==> src/rtl/lc3b_mem_sequencer.sv <==
// LC-3b memory-transaction sequencer: one request at a time, optional pointer fetch,
// byte-lane steering, response timeout with bounded retry and a give-up error flag.
module lc3b_mem_sequencer #(
   parameter int ADDR_W    = 16,
   parameter int DATA_W    = 16,
   parameter int TIMEOUT   = 255,
   parameter int MAX_RETRY = 2
) (
   input  logic                   clk,
   input  logic                   rst,
   input  logic                   req_valid,
   output logic                   req_ready,
   input  logic                   req_write,
   input  logic                   req_byte,
   input  logic                   req_indirect,
   input  logic [ADDR_W-1:0]      req_addr,
   input  logic [DATA_W-1:0]      req_wdata,
   output logic                   done_valid,
   output logic [DATA_W-1:0]      done_rdata,
   output logic                   done_error,
   output logic [ADDR_W-1:0]      mem_address,
   output logic                   mem_read,
   output logic                   mem_write,
   output logic [DATA_W/8-1:0]    mem_byte_enable,
   output logic [DATA_W-1:0]      mem_wdata,
   input  logic [DATA_W-1:0]      mem_rdata,
   input  logic                   mem_resp
);

   localparam int LANES = DATA_W / 8;
   localparam int LSB_W = (LANES > 1) ? $clog2(LANES) : 1;
   localparam int TMR_W = $clog2(TIMEOUT + 1);
   localparam int RTY_W = (MAX_RETRY > 0) ? $clog2(MAX_RETRY + 1) : 1;
   localparam logic [ADDR_W-1:0] LSB_MASK = ADDR_W'(LANES - 1);

   typedef enum logic [2:0] {
      S_IDLE,
      S_PTR,
      S_ACC,
      S_GAP,
      S_DONE
   } state_t;

   state_t              r_state;
   state_t              w_state_nxt;

   logic                r_write;
   logic                r_byte;
   logic                r_indirect;
   logic [ADDR_W-1:0]   r_addr;
   logic [DATA_W-1:0]   r_wdata;
   logic [ADDR_W-1:0]   r_ptr;
   logic                r_in_ptr;
   logic [TMR_W-1:0]    r_timer;
   logic [RTY_W-1:0]    r_retry;

   logic                w_accept;
   logic                w_busy;
   logic                w_expire;
   logic                w_give_up;
   logic                w_write;
   logic                w_byte;
   logic                w_indirect;
   logic [ADDR_W-1:0]   w_addr;
   logic [DATA_W-1:0]   w_wdata;
   logic [ADDR_W-1:0]   w_ptr;
   logic [ADDR_W-1:0]   w_base;
   logic [ADDR_W-1:0]   w_acc_addr;
   logic [LSB_W-1:0]    w_lane;
   logic [LSB_W-1:0]    w_rd_lane;
   logic [DATA_W-1:0]   w_rd_shift;
   logic [DATA_W-1:0]   w_rd_byte;

   logic                w_req_ready_nxt;
   logic                w_done_valid_nxt;
   logic                w_done_error_nxt;
   logic [DATA_W-1:0]   w_done_rdata_nxt;
   logic [ADDR_W-1:0]   w_mem_address_nxt;
   logic                w_mem_read_nxt;
   logic                w_mem_write_nxt;
   logic [LANES-1:0]    w_mem_be_nxt;
   logic [DATA_W-1:0]   w_mem_wdata_nxt;

   assign w_accept  = (r_state == S_IDLE) && req_valid;
   assign w_busy    = (r_state == S_PTR) || (r_state == S_ACC);
   assign w_expire  = w_busy && !mem_resp && (r_timer == TMR_W'(TIMEOUT - 1));
   assign w_give_up = w_expire && (r_retry == RTY_W'(MAX_RETRY));

   // On the accept cycle the request has not been latched yet, so use the live inputs.
   assign w_write    = w_accept ? req_write    : r_write;
   assign w_byte     = w_accept ? req_byte     : r_byte;
   assign w_indirect = w_accept ? req_indirect : r_indirect;
   assign w_addr     = w_accept ? req_addr     : r_addr;
   assign w_wdata    = w_accept ? req_wdata    : r_wdata;

   assign w_ptr      = ((r_state == S_PTR) && mem_resp) ? ADDR_W'(mem_rdata) : r_ptr;
   assign w_base     = w_indirect ? w_ptr : w_addr;
   assign w_acc_addr = w_byte ? w_base : (w_base & ~LSB_MASK);
   assign w_lane     = LSB_W'(w_base & LSB_MASK);

   // Byte reads keep the lane bits in the address, so the lane comes from the live address.
   assign w_rd_lane  = LSB_W'(mem_address & LSB_MASK);
   assign w_rd_shift = mem_rdata >> {w_rd_lane, 3'b000};
   assign w_rd_byte  = DATA_W'(w_rd_shift[7:0]);

   // NOTE: sequential state uses non-blocking assignments so every flop samples pre-edge values.
   always_ff @(posedge clk or posedge rst) begin
      if (rst) begin
         r_state <= S_IDLE;
      end else begin
         r_state <= w_state_nxt;
      end
   end

   always_comb begin
      // NOTE: default first so no branch leaves the next state unassigned and infers a latch.
      w_state_nxt = r_state;
      unique case (r_state)
         S_IDLE: if (req_valid) w_state_nxt = req_indirect ? S_PTR : S_ACC;
         S_PTR: begin
            if (mem_resp)      w_state_nxt = S_ACC;
            else if (w_expire) w_state_nxt = w_give_up ? S_DONE : S_GAP;
         end
         S_ACC: begin
            if (mem_resp)      w_state_nxt = S_DONE;
            else if (w_expire) w_state_nxt = w_give_up ? S_DONE : S_GAP;
         end
         S_GAP:   w_state_nxt = r_in_ptr ? S_PTR : S_ACC;
         S_DONE:  w_state_nxt = S_IDLE;
         default: w_state_nxt = S_IDLE;
      endcase
   end

   always_ff @(posedge clk or posedge rst) begin
      if (rst) begin
         r_write    <= 1'b0;
         r_byte     <= 1'b0;
         r_indirect <= 1'b0;
         r_addr     <= '0;
         r_wdata    <= '0;
         r_ptr      <= '0;
         r_in_ptr   <= 1'b0;
         r_timer    <= '0;
         r_retry    <= '0;
      end else begin
         if (w_accept) begin
            r_write    <= req_write;
            r_byte     <= req_byte;
            r_indirect <= req_indirect;
            r_addr     <= req_addr;
            r_wdata    <= req_wdata;
         end
         if ((r_state == S_PTR) && mem_resp) r_ptr <= ADDR_W'(mem_rdata);
         if (w_state_nxt == S_PTR)      r_in_ptr <= 1'b1;
         else if (w_state_nxt == S_ACC) r_in_ptr <= 1'b0;
         // Timer restarts on every phase change, gap or completion.
         if (w_busy && !mem_resp && (w_state_nxt == r_state)) r_timer <= r_timer + 1'b1;
         else                                                r_timer <= '0;
         if (w_accept)                  r_retry <= '0;
         else if (w_state_nxt == S_GAP) r_retry <= r_retry + 1'b1;
      end
   end

   // Outputs are computed from the next state and registered, so strobes follow the state.
   always_comb begin
      w_req_ready_nxt   = (w_state_nxt == S_IDLE);
      w_done_valid_nxt  = 1'b0;
      w_done_error_nxt  = 1'b0;
      w_done_rdata_nxt  = '0;
      w_mem_address_nxt = mem_address;
      w_mem_read_nxt    = 1'b0;
      w_mem_write_nxt   = 1'b0;
      w_mem_be_nxt      = '1;
      w_mem_wdata_nxt   = mem_wdata;
      unique case (w_state_nxt)
         S_PTR: begin
            w_mem_read_nxt    = 1'b1;
            w_mem_address_nxt = w_addr & ~LSB_MASK;
         end
         S_ACC: begin
            w_mem_read_nxt    = !w_write;
            w_mem_write_nxt   = w_write;
            w_mem_address_nxt = w_acc_addr;
            if (w_write) begin
               w_mem_wdata_nxt = w_byte ? {LANES{w_wdata[7:0]}} : w_wdata;
               w_mem_be_nxt    = w_byte ? (LANES'(1) << w_lane) : '1;
            end
         end
         S_DONE: begin
            w_done_valid_nxt = 1'b1;
            w_done_error_nxt = w_give_up;
            if (!w_give_up && !r_write) w_done_rdata_nxt = r_byte ? w_rd_byte : mem_rdata;
         end
         default: ;
      endcase
   end

   always_ff @(posedge clk or posedge rst) begin
      if (rst) begin
         req_ready       <= 1'b1;
         done_valid      <= 1'b0;
         done_error      <= 1'b0;
         done_rdata      <= '0;
         mem_address     <= '0;
         mem_read        <= 1'b0;
         mem_write       <= 1'b0;
         mem_byte_enable <= '1;
         mem_wdata       <= '0;
      end else begin
         req_ready       <= w_req_ready_nxt;
         done_valid      <= w_done_valid_nxt;
         done_error      <= w_done_error_nxt;
         done_rdata      <= w_done_rdata_nxt;
         mem_address     <= w_mem_address_nxt;
         mem_read        <= w_mem_read_nxt;
         mem_write       <= w_mem_write_nxt;
         mem_byte_enable <= w_mem_be_nxt;
         mem_wdata       <= w_mem_wdata_nxt;
      end
   end

endmodule
==> config.mk <==
export PLATFORM = sky130hd
export DESIGN_NAME = lc3b_mem_sequencer
export DESIGN_NICKNAME = d
export VERILOG_FILES = /design/src/rtl/lc3b_mem_sequencer.sv
export SDC_FILE = /design/constraint.sdc
export NUM_CORES = 1
export LEC_CHECK = 0
export CELL_PAD_IN_SITES_DETAIL_PLACEMENT = 0
export CELL_PAD_IN_SITES_GLOBAL_PLACEMENT = 1
export CORE_ASPECT_RATIO = 0.8
export CORE_MARGIN = 3
export CORE_UTILIZATION = 40
export DETAILED_ROUTE_END_ITERATION = 6
export PLACE_DENSITY = 0.87
export SLEW_MARGIN = 20
export SYNTH_ARGS = -nofsm -noshare
export SYNTH_HDL_FRONTEND = slang
export SYNTH_SLANG_ARGS = --single-unit
==> constraint.sdc <==
create_clock -name clk -period 9 [get_ports clk]
set_input_delay 0.9 -clock clk [delete_from_list [all_inputs] [get_ports clk]]
set_output_delay 0.9 -clock clk [all_outputs]
set_load 0.02 [all_outputs]
==> Word-level counts from Yosys, hierarchy flattened <==
Index checks and enable logic that the tools add are counted.
{ "op_classes": {"add_sub_neg": 2, "n_eq_ne": 10, "shift": 2, "mux": 33, "n_reduce_logical": 17} }
{ "ops": {"columns": ["op", "n"], "rows": [
  ["two-way mux 16 bit", 8],
  ["case mux 16 bit (2 select lines)", 1],
  ["right shift 16 x 4 -> 8 bit", 1],
  ["two-way mux 3 bit", 5],
  ["two-way mux 2 bit", 7],
  ["equality test 3 x 2 -> 1 bit (second input constant)", 4],
  ["case mux 3 bit (4 select lines)", 1],
  ["two-way mux 1 bit", 9],
  ["adder 8 x 1 -> 8 bit (second input constant)", 1],
  ["equality test 8 bit (second input constant)", 1],
  ["two-way mux 8 bit", 1],
  ["logical AND 1 bit", 7],
  ["equality test 3 x 1 -> 1 bit (second input constant)", 2],
  ["logical NOT 3 bit", 2],
  ["logical NOT 1 bit", 4],
  ["nonzero test 2 bit", 2],
  ["equality test 3 bit", 1],
  ["equality test 3 bit (second input constant)", 1],
  ["adder 2 x 1 -> 2 bit (second input constant)", 1],
  ["equality test 2 bit (second input constant)", 1],
  ["case mux 1 bit (2 select lines)", 1],
  ["AND reduction 2 bit", 1],
  ["left shift 1 x 1 -> 2 bit (first input constant)", 1],
  ["logical OR 1 bit", 1]
]} }
{ "word_totals": {"register_bits": 120, "in_bits": 55, "out_inout_bits": 55, "word_cells": 83} }

==> Logic depth before layout (Yosys ltp) <==
Gate-level depths: netlist of run 1.
{ "depth": {"word_depth": 12, "depth_mapped": 10, "ltp_nobuf": 8} }

==> Least setup slack after synthesis of run 1 <==
Ideal clock, no wire load.
{ "synth_path": {"path_type": "input port to flip-flop", "start": "in req_valid", "end": "reg mem_wdata[10]", "t_arrival_ns": 2.723, "required_time_ns": 8.875, "slack_ns": 6.153, "stages": 5, "n_path_buf": 1, "path_cell_list": "nor4b_2 > buf_2 > mux2i_1 > mux2_2 > mux2_2"} }
{ "synth_between": {"elab_chain_len": 4, "word_cells_on_any_way": 9, "cone_classes": "eq/ne (1); mux (6); reduce/logical (2)"} }
{ "synth_rtl": {"columns": ["element", "line_no", "text"], "rows": [
  ["from (decl)", "11", "input logic req_valid,"],
  ["two-way mux 3 bit", "119", "S_IDLE: if (req_valid) w_state_nxt = req_indirect ? S_PTR : S_ACC;"],
  ["case mux 3 bit (4 select lines)", "118", "unique case (r_state)"],
  ["equality test 3 x 2 -> 1 bit", "175", "unique case (w_state_nxt)"],
  ["AND reduction 2 bit (no line)", null, null],
  ["to (signal assigned)", "218", "mem_wdata <= w_mem_wdata_nxt;"],
  ["to (decl)", "25", "output logic [DATA_W-1:0] mem_wdata,"]
]} }
Parallel ways exist; a longest one is shown, timed or not.
A chain may end at the register's enable or synchronous reset.

==> Final worst setup path of run 1 <==
{ "layout_path": {"start": "in mem_resp", "end": "reg mem_wdata[9]"} }
{ "layout_between": {"elab_chain_len": 10, "word_cells_on_any_way": 11, "cone_classes": "eq/ne (1); mux (5); reduce/logical (5)"} }
{ "layout_rtl": {"columns": ["element", "line_no", "text"], "rows": [
  ["from (decl)", "27", "input logic mem_resp"],
  ["logical NOT 1 bit", "86", "assign w_expire = w_busy && !mem_resp && (r_timer == TMR_W'(TIMEOUT - 1));"],
  ["logical AND 1 bit (2 in series)", "86", null],
  ["logical AND 1 bit", "87", "assign w_give_up = w_expire && (r_retry == RTY_W'(MAX_RETRY));"],
  ["two-way mux 3 bit (2 in series)", "122, 126", null],
  ["two-way mux 3 bit, on equally long branches", "125, 121", null],
  ["case mux 3 bit (4 select lines) *", "118", null],
  ["equality test 3 x 2 -> 1 bit *", "175", null],
  ["AND reduction 2 bit (no line) *", null, null]
]} }
Mark *: on every way between the ends. The rest lies on a longest branch, timed or not.

==> flow_metrics.env, run 1 <==
export IMPL_skew_ns=0.0228
export IMPL_ys_top_cells_by_count="dfrtp_1 (117), mux2_2 (50), nand2_1 (30), nand3_1 (30), inv_1 (25)"
export IMPL_synthAdderAreaFrac=0.00747
export IMPL_yosys_area_share_simple=0.106
export IMPL_die_h_microns=106
export IMPL_dieWidth_microns=131
export IMPL_place_ws_ns=4.16
export IMPL_synth_compound_area_frac=0.0665
export IMPL_drc=0
export IMPL_path_class="input port to register"
export IMPL_vdd_ir_drop_max_mv=0.182
export IMPL_dp_hpwl_microns=8480
export IMPL_worst_pin_slew_ns=1.06
export IMPL_ys_flop_type="dfrtp_1"
export IMPL_synth_xor_area_frac=0.0139
export IMPL_synthCells=398
export IMPL_ys_ff_latch=120
export IMPL_cts_max_level=4
export IMPL_netlist_top_cells_area="dfrtp_1 (58%), mux2_2 (11%), mux2i_1 (3.6%)"
export IMPL_yosysTopAreaCell="dfrtp_1"
export IMPL_cts_setup_buffers=0
export IMPL_grt_pass1_wl_microns=19600
export IMPL_gp_congestion=0.834
export IMPL_utilization=0.575
export IMPL_clock_path_buffers=2
export IMPL_cts_resized=0
export IMPL_cts_buffers=17
export IMPL_timing_setup_tns_ns=0
export IMPL_synthArstFlopShare=1.00
export IMPL_grt_overflow_total=0
export IMPL_finalSetupViolations=0
export IMPL_fin_cells=689
export IMPL_ff2ff_path_depth=7
export IMPL_fin_ws_ns=4.61
export IMPL_die_area_sq_mm=0.0140
export IMPL_ys_types=42
export IMPL_num_nets_final=568
export IMPL_drtPass1Iterations=4
export IMPL_yosysWarningCount=0
export IMPL_io_buffer_count=109
export IMPL_crit_fanout=35
export IMPL_cts_sinks=120
export IMPL_placed_cell_area_sq_mm=0.00627
export IMPL_muxShareOfSynthArea=0.169
export IMPL_hold_ws_ns=0.495
export IMPL_viasPerCell=4.97
export IMPL_cts_hold_buf=0
export IMPL_drive_above_1_share=0.203
export IMPL_grt_start_max_net_pins=71
export IMPL_antenna_found_initial=0
export IMPL_synth_edf_count=0
export IMPL_core_sq_mm=0.0119
export IMPL_synth_most_common_cell="dfrtp_1"
export IMPL_hp_class="register to register"
export IMPL_rsz0062_at_grt="no"
export IMPL_ys_seq_area_frac=0.598
export IMPL_period_minus_slack_ns=4.39
export IMPL_slew_violations=0
export IMPL_grt_usage=0.182
export IMPL_finalPower_mw=2.54
export IMPL_fmax_mhz=228
export IMPL_leakage_nw=2.97
export IMPL_placed_cells=657
export IMPL_netlist_area_sq_mm=0.00503
export IMPL_grt_pass1_vias=3538
export IMPL_syn_to_final_growth_pct=36.3
export IMPL_finalInstanceArea_sq_mm=0.00685
export IMPL_power_density_mw_per_mm2=371
export IMPL_status="completed"
export IMPL_cts_clk_slew_worst_paths_ns=0.06
export IMPL_clk_latency_ns=0.42
export IMPL_rows=35
export IMPL_initial_core_util=0.422
export IMPL_antenna_left=0
export IMPL_crit_required_ns=9.29
export IMPL_whs_path_depth=1
export IMPL_timing_final_crit_share=0.488
export IMPL_diodes=0
export IMPL_synth_top_family_by_area="multiplexers"
export IMPL_synth_nets=456
export IMPL_synth_top_area_frac=0.582
export IMPL_cap_viol_max_count=0
export IMPL_hold_viol=0
export IMPL_wl_per_cell_microns=17.5
export IMPL_cts_tree="built"
export IMPL_vias=3426
export IMPL_fillCellCount=975
export IMPL_slew_headroom=0.288
export IMPL_drt_iter0_markers=223
export IMPL_worstPathArrival_ns=4.69
export IMPL_critPathCaptureType="register"
export IMPL_drt_total_wl_microns=12000
export IMPL_io_pins=110
export IMPL_clockRootBuffer="clkbuf_16"
export IMPL_syn_area_per_cell_sq_um=12.6
export IMPL_crit_path_start_kind="input port"
==> placed cells by master, fill, tap and decap left out, types with 4 or more instances in the layout <==
| cell type | netlist | routed |
|---|---|---|
| a21oi_1 | 13 | 13 |
| and2_1 | 10 | 10 |
| buf_4 | 0 | 5 |
| clkbuf_16 | 0 | 17 |
| clkdlybuf4s50_1 | 0 | 109 |
| clkinv_2 | 0 | 4 |
| clkinv_4 | 0 | 5 |
| dfrtp_1 | 117 | 117 |
| inv_1 | 25 | 24 |
| mux2_2 | 50 | 50 |
| mux2_4 | 7 | 7 |
| mux2i_1 | 18 | 18 |
| nand2_1 | 30 | 30 |
| nand3_1 | 30 | 30 |
| nor2_1 | 17 | 17 |
| o221ai_1 | 15 | 15 |
| xor2_1 | 6 | 6 |
==> flip-flops by register name, summed over array words and instances, names as in the netlist <==
| signal | cells |
|---|---|
| r_timer | 8 |
| r_write | 1 |
| mem_read | 1 |
| done_rdata | 16 |
| done_valid | 1 |
| r_wdata | 16 |
| req_ready | 1 |
| mem_byte_enable | 2 |
| r_retry | 2 |
| r_ptr | 16 |
| r_in_ptr | 1 |
| done_error | 1 |
| r_indirect | 1 |
| mem_wdata | 16 |
| mem_write | 1 |
| r_addr | 16 |
| r_state | 3 |
| r_byte | 1 |
| mem_address | 16 |
==> worst paths after layout <==
path,start,endpoint,slack [ns]
setup / recovery,mem_resp,mem_wdata[9],4.61
hold / removal,r_wdata[13],r_wdata[13],0.50
setup reg to reg,r_state[2],mem_wdata[9],5.12
hold reg to reg,r_wdata[13],r_wdata[13],0.50
max in group asynchronous,rst,r_addr[15],6.77
min in group asynchronous,rst,r_ptr[8],0.94
==> critical path, cell delays in order <==
cell	delay [ns]
clkdlybuf4s50_1	0.50
or2_1	0.31
nor4b_2	0.42
o32a_1	0.77
o311ai_4	0.19
buf_4	0.30
nor2b_2	0.86
mux2_2	0.42
==> where the power goes <==
| group | switching [mW] | leakage, nW | total [mW] | internal (mW) |
|---|---|---|---|---|
| clock network | 0.249 | 0.279 | 0.656 | 0.407 |
| registers | 0.116 | 1.49 | 0.878 | 0.762 |
| logic | 0.526 | 1.20 | 1.01 | 0.481 |
==> kinds of logic (layout without fill, tap and decap cells) <==
family / after synthesis / after routing
compound gates: 41 / 41
xor+xnor: 8 / 8
fa+ha+maj: 3 / 3
buf+inv: 46 / 171
flops: 120 / 120
mux: 75 / 75
simple gates: 105 / 105
==> routing by layer <==
| layer | vias to the layer above | global-route usage | share of wire |
|---|---|---|---|
| met1 | 1668 | 0.261 | 0.48 |
| met4 | 0 | 0.0705 | 0.0099 |
| met2 | 134 | 0.255 | 0.43 |
| met5 | - | 0 | 0 |
| met3 | 9 | 0.0605 | 0.077 |
| li1 | 1615 | - | - |
==> final cells by class <==
class	count	area (sq um)	area share
flip-flops and latches	120	3010	0.439
multi-input cells	232	1830	0.267
repair buffers	114	1130	0.165
clock buffers	17	425	0.0621
well taps	166	208	0.0303
clock inverters	15	155	0.0226
inverters	25	96.3	0.0141
Power figures use the tool's default switching activity.
==> run 2, diff against run 1 <==
- CORE_UTILIZATION: 40 -> 36
- PLACE_DENSITY: 0.87 -> 0.83
- clock period: 9 -> 3.97 ns (I/O delays scaled with it)
==> flow_metrics.env, run 2 (synthesis gave the netlist of run 1 again) <==
export IMPL_rows=37
export IMPL_slowest_stage="a31oi_2"
export IMPL_syn_to_final_growth_pct=37.9
export IMPL_slowest_delay_ns=0.63
export IMPL_cts_clk_slew_worst_paths_ns=0.06
export IMPL_initial_core_util=0.380
export IMPL_path_cells="or2_1, nor4b_2, o32a_1, buf_4, inv_1, a31oi_2, o221ai_1"
export IMPL_core_sq_mm=0.0132
export IMPL_path_class="register to register"
export IMPL_critical_path_top_delay_family="compound AO/OA/AOI/OAI gates"
export IMPL_timing_setup_tns_ns=0
export IMPL_timing_final_crit_share=0.743
export IMPL_drive_above_1_share=0.207
export IMPL_crit_required_ns=4.21
export IMPL_hp_class="input port to async pin"
export IMPL_final_cell_mix="dfrtp_1 (117), clkdlybuf4s50_1 (109), mux2_2 (50)"
export IMPL_die_h_microns=112
export IMPL_finalSetupViolations=0
export IMPL_path_buf_inv=2
export IMPL_vias=3424
export IMPL_wl_per_cell_microns=17.1
export IMPL_clk_latency_ns=0.41
export IMPL_cts_hold_buf=0
export IMPL_cts_buffers=17
export IMPL_die_area_sq_mm=0.0154
export IMPL_fillCellCount=1143
export IMPL_hold_viol=0
export IMPL_worst_pin_slew_ns=0.787
export IMPL_dieWidth_microns=138
export IMPL_rsz0062_at_grt="no"
export IMPL_crit_fanout=21
export IMPL_antenna_found_initial=0
export IMPL_cts_resized=0
export IMPL_dp_hpwl_microns=8650
export IMPL_cts_max_level=4
export IMPL_drc=0
export IMPL_slew_violations=0
export IMPL_grt_start_max_net_pins=66
export IMPL_io_buffer_count=109
export IMPL_io_pins=110
export IMPL_clock_path_buffers=2
export IMPL_cts_tree="built"
export IMPL_leakage_nw=3.01
export IMPL_slew_headroom=0.474
export IMPL_critPathCaptureType="register"
export IMPL_drt_iter0_markers=222
export IMPL_grt_usage=0.164
export IMPL_fmax_mhz=339
export IMPL_crit_path_start_kind="register"
export IMPL_finalPower_mw=5.85
export IMPL_grt_overflow_total=0
export IMPL_num_nets_final=571
export IMPL_cts_setup_buffers=0
export IMPL_grt_pass1_wl_microns=20000
export IMPL_clockRootBuffer="clkbuf_16"
export IMPL_vdd_ir_drop_max_mv=0.393
export IMPL_antenna_left=0
export IMPL_power_density_mw_per_mm2=844
export IMPL_gp_congestion=0.775
export IMPL_drtPass1Iterations=4
export IMPL_drt_total_wl_microns=12000
export IMPL_cap_viol_max_count=0
export IMPL_mostFrequentLayoutCell="dfrtp_1"
export IMPL_cts_sinks=120
export IMPL_viasPerCell=4.88
export IMPL_status="completed"
export IMPL_skew_ns=0.00815
export IMPL_worstPathArrival_ns=3.19
export IMPL_grt_pass1_vias=3650
export IMPL_period_minus_slack_ns=2.95
run 2: metal layers:
metal	track usage	part of all wire	up-vias	wire [microns]
met2	0.230	0.44	103	5230
met5	0	0	-	0
met3	0.0477	0.049	15	589
met4	0.0639	0.017	0	202
li1	-	-	1624	-
met1	0.238	0.50	1682	5970
run 2: area by class of cell:
| type | instances | area (sq um) | area share |
|---|---|---|---|
| Sequential cell | 120 | 3010 | 0.434 |
| Multi-Input combinational cell | 232 | 1830 | 0.264 |
| Timing Repair Buffer | 117 | 1150 | 0.167 |
| Clock buffer | 17 | 425 | 0.0614 |
| Tap cell | 175 | 219 | 0.0316 |
| Clock inverter | 15 | 193 | 0.0278 |
| Inverter | 25 | 96.3 | 0.0139 |
| Antenna cell | 1 | 2.50 | 0.000361 |
run 2: path summary, 6_finish.rpt:
path,from,end,slack [ns],cells past startpoint
min reg2reg,r_addr[5],r_addr[5],0.49,2
max reg2reg,r_state[2],mem_address[15],1.02,7
min,rst,done_rdata[10],0.48,2
max in group asynchronous,rst,done_rdata[8],2.60,3
min in group clk,r_addr[5],r_addr[5],0.49,2
max,r_state[2],mem_address[15],1.02,7
run 2: where the power goes:
part           internal [mW]  switching, mW  total (mW)
clock network           1.00          0.576        1.58
registers               1.73          0.257        1.98
logic                   1.11           1.18        2.29
total                   3.83           2.01        5.85
run 2: stage by stage:
stage | std cells | utilization | setup WS (ns) | cell area, sq um | hold slack, ns
final | 702 | 0.523 | 1.02 | 6930 | 0.484
after global routing | 701 | 0.523 | 0.865 | 6930 | 0.505
after CTS | 701 | 0.523 | 1.01 | 6930 | 0.491
after detailed placement | 669 | 0.477 | 0.698 | 6310 | 0.472
after global placement | 668 | 0.476 | 0.595 | 6300 | 0.464
after floorplan | 398 | - | 0.392 | 5030 | 0.446
==> run 3, diff against run 2 <==
- CORE_UTILIZATION: 36 -> 40
- PLACE_DENSITY: 0.83 -> 0.87
- clock period: 3.97 -> 2.78 ns (I/O delays scaled with it)
==> flow_metrics.env, run 3 (synthesis gave the netlist of run 1 again) <==
export IMPL_status="completed"
export IMPL_drtPass1Iterations=5
export IMPL_seq_power_share=0.327
export IMPL_cts_clk_slew_worst_paths_ns=0.05
export IMPL_switching_share=0.332
export IMPL_io_buffer_count=109
export IMPL_cts_setup_buffers=0
export IMPL_finalSetupViolations=0
export IMPL_fillCellCount=959
export IMPL_worst_pin_slew_ns=0.628
export IMPL_die_area_sq_mm=0.0140
export IMPL_vias=3492
export IMPL_slew_violations=0
export IMPL_die_h_microns=106
export IMPL_cts_resized=0
export IMPL_power_share_clock=0.271
export IMPL_drt_total_wl_microns=12000
export IMPL_timing_setup_tns_ns=0
export IMPL_grt_start_max_net_pins=121
export IMPL_rsz0062_at_grt="no"
export IMPL_cts_max_level=4
export IMPL_drt_iter0_markers=243
export IMPL_multiInputGateArea_sq_mm=0.00183
export IMPL_clk_latency_ns=0.40
export IMPL_final_cell_mix="dfrtp_1 (117), clkdlybuf4s50_1 (109), mux2_2 (50)"
export IMPL_mostFrequentLayoutCell="dfrtp_1"
export IMPL_place_ws_ns=0.0577
export IMPL_cts_hold_buf=0
export IMPL_reg2reg_to="mem_address[9]"
export IMPL_vdd_ir_drop_max_mv=0.580
export IMPL_cts_tree="built"
export IMPL_placed_cell_area_sq_mm=0.00641
export IMPL_leakage_nw=3.07
export IMPL_gp_congestion=0.825
export IMPL_finalInstanceArea_sq_mm=0.00705
export IMPL_core_sq_mm=0.0119
export IMPL_grt_pass1_vias=3556
export IMPL_slew_headroom=0.581
export IMPL_wl_per_cell_microns=17.1
export IMPL_diodes=0
export IMPL_dp_hpwl_microns=8470
export IMPL_clock_path_buffers=2
export IMPL_cap_viol_max_count=0
export IMPL_crit_fanout=15
export IMPL_cts_sinks=120
export IMPL_antenna_left=0
export IMPL_ff_latch_area_sq_mm=0.00301
export IMPL_power_switching_mw=2.86
export IMPL_drive_above_1_share=0.219
export IMPL_antenna_found_initial=0
export IMPL_worstPathArrival_ns=2.76
export IMPL_grt_usage=0.177
export IMPL_timing_final_crit_share=0.902
export IMPL_drc=0
export IMPL_hp_class="input port to async pin"
export IMPL_skew_ns=0.00616
export IMPL_period_minus_slack_ns=2.51
export IMPL_syn_to_final_growth_pct=40.3
export IMPL_crit_required_ns=3.03
export IMPL_fin_cells=701
export IMPL_crit_path_start_kind="register"
export IMPL_fin_ws_ns=0.272
export IMPL_combPwrFrac=0.401
export IMPL_rows=35
export IMPL_clockRootBuffer="clkbuf_16"
export IMPL_grt_overflow_total=0
export IMPL_r2r_start="r_timer[0]"
export IMPL_placed_cells=669
export IMPL_p_int_mw=5.75
export IMPL_fmax_mhz=399
export IMPL_power_density_mw_per_mm2=1220
export IMPL_grt_pass1_wl_microns=19400
export IMPL_dieWidth_microns=131
export IMPL_r2r_slack_ns=0.27
export IMPL_critPathCaptureType="register"
export IMPL_path_class="register to register"
export IMPL_hold_viol=0
export IMPL_cts_buffers=17
export IMPL_initial_core_util=0.422
export IMPL_ff2ff_path_depth=9
export IMPL_num_nets_final=580
export IMPL_viasPerCell=4.98
export IMPL_io_pins=110
## run 3: metal layers
layer  track usage  routed length (microns)
met1         0.258                     5900
met4        0.0510                      151
met3        0.0582                      665
met5             0                        0
met2         0.251                     5260
## run 3: final cells by class
type / instances / area share
clock buffer: 21 / 0.0667
clock inverter: 11 / 0.0241
inverter: 25 / 0.0138
multi-input combinational: 232 / 0.260
sequential: 120 / 0.426
tap: 166 / 0.0294
timing repair buffer: 126 / 0.180
## run 3: worst max-delay path by stage
stage                           from             end  slack, ns
after floorplan           r_state[1]   mem_wdata[10]       0.21
after global placement      mem_resp    mem_wdata[7]       0.11
after detailed placement    mem_resp    mem_wdata[5]       0.06
after CTS                 r_timer[0]  mem_address[9]       0.27
after global routing      r_timer[0]  mem_address[8]       0.14
final                     r_timer[0]  mem_address[9]       0.27
## run 3: critical path: stages, from the launching register on
cell and delay [ns]:
dfrtp_1 0.43, inv_1 0.08, ha_1 0.14, nand3_1 0.11
or3_4 0.38, o221a_4 0.27, or3_1 0.44, a31oi_2 0.22
buf_12 0.17, o221ai_1 0.12
## run 3: power by group through the flow
stage / combinational (mW) / clock (mW) / sequential [mW]
4_1_cts: 3.47 / 2.37 / 2.83
5_1_grt: 3.73 / 2.46 / 2.90
6_report: 3.46 / 2.34 / 2.82
2_1_floorplan: 1.92 / 0 / 3.04
3_3_place_gp: 3.34 / 0 / 2.82
3_5_place_dp: 3.44 / 0 / 2.84
## run 3: metrics by stage
step	hold slack [ns]	util	power (mW)
finish	0.410	0.592	8.61
floorplan	0.407	-	4.97
global route	0.495	0.592	9.09
CTS	0.449	0.592	8.67
global placement	0.469	0.538	6.16
detailed placement	0.477	0.538	6.28
==> variant: new RTL, flow settings as in run 2 <==
Re-encode `state_t` (5 states) as one-hot, 5 bits wide.
--- a/src/rtl/lc3b_mem_sequencer.sv
+++ b/src/rtl/lc3b_mem_sequencer.sv
@@ -34,10 +34,10 @@
    localparam logic [ADDR_W-1:0] LSB_MASK = ADDR_W'(LANES - 1);
 
-   typedef enum logic [2:0] {
-      S_IDLE,
-      S_PTR,
-      S_ACC,
-      S_GAP,
-      S_DONE
+   typedef enum logic [4:0] {
+      S_IDLE = 5'b00001,
+      S_PTR  = 5'b00010,
+      S_ACC  = 5'b00100,
+      S_GAP  = 5'b01000,
+      S_DONE = 5'b10000
    } state_t;
 
Behaviour: same outputs for any inputs over 4 cycles, from zero or initial values and one cycle with rst high; so few cycles prove little.
==> variant against run 2 <==
  * Setup slack gained 0.10 ns
  * Highest routed layer unchanged
  * Utilization shrank 0.74 points
  * Critical path type unchanged
  * Routed wire length shrank 0.19%
  * Synthesized area grew 3.8%
  * Sequential cell count grew 2
  * Final area grew 3.4%
  * Total power shrank 4.5%
  * Critical endpoint is now mem_wdata[10]
  * Final cell count grew 2.8%
  * Die area grew 3.6%
==> variant: results (changes against run 2) <==
[status]
outcome=finished, final reports clean  ; unchanged

[yosys]
ys_types=55  ; was 42
synth_top_cells_by_count=dfrtp_1 (118), mux2_2 (42), mux2i_1 (41), inv_1 (31), nor2_1 (25)  ; was dfrtp_1 (117), mux2_2 (50), nand2_1 (30), nand3_1 (30), inv_1 (25)
synth_area_per_cell_sq_um=12.8  ; was 12.6 sq um
seq_area_frac_synth=0.586  ; was 0.598

[critical_path]
worstReg2RegEnd=mem_wdata[10]  ; was mem_address[15]
critPathSlowestCell=nor2_4  ; was a31oi_2
path_max_fanout=27  ; was 21
rrSetupSlack_ns=1.12  ; was 1.02 ns
crit_start=r_state[0]  ; was r_state[2]
reg2regPathDepth=6  ; was 7

[layout]
clock_area_frac=0.0952  ; was 0.0892
seq_cell_count=122  ; was 120
antenna_cells=0  ; was 1
final-nonclk-buf-share=0.160  ; was 0.167
fillCellCount=1185  ; was 1143
nMultiInputCombCells=240  ; was 232
clkbuf_count=19  ; was 17
final_nets=587  ; was 571
non_clock_buffer_count=116  ; was 117

[global_routing]
grt_pass1_vias=3758  ; was 3650
grt_max_degree=61  ; was 66
grt_pass1_wl_um=19800  ; was 20000 um

[placed_design]
gp_congestion=0.825  ; was 0.775
place_area_sq_mm=0.00648  ; was 0.00631 sq mm
pre_cts_slack_ns=0.821  ; was 0.698 ns
dp.cells=690  ; was 669

[sta]
worst_slew_pin_slew_ns=1.07  ; was 0.787 ns
skew_ns=0.0148  ; was 0.00815 ns
fmax_mhz=351  ; was 339 MHz
whs_ns=0.473  ; was 0.484 ns

[power]
leakage_nw=3.20  ; was 3.01 nW
max-vdd-ir-drop_mv=0.380  ; was 0.393 mV

[routing]
wl_per_cell_um=16.6  ; was 17.1 um
routed_wl_um=12000  ; about the same

## variant: changes by cell type after synthesis, sizes merged, moves of 5 or more
cell / delta
o21ai: +5
clkbuf: -7
nand2: -10
nand3: -15
or2: +6
inv: +7
nor2b: +6
a31o: +7
o221ai: -15
mux2i: +23
mux2: -14
nor2: +10
## variant: power breakdown
part           switching (mW)  internal (mW)
registers               0.231           1.72
logic                   0.950          0.914
clock network           0.572           1.20
total                    1.75           3.83
## variant: routing by layer
metal | share of wire | vias up | track usage
met4 | 0.014 | 0 | 0.0471
li1 | - | 1648 | -
met3 | 0.042 | 14 | 0.0490
met2 | 0.48 | 74 | 0.251
met5 | 0 | - | 0
met1 | 0.47 | 1710 | 0.211
## variant: cells by family (layout without fill, tap and decap cells)
group	Yosys count	count (layout)	synth area share
mux	84	84	0.171
simple gates	105	105	0.112
buf+inv	46	180	0.0439
xor+xnor	8	8	0.0134
compound gates	40	40	0.0666
flops	122	122	0.586
fa+ha+maj	3	3	0.00719
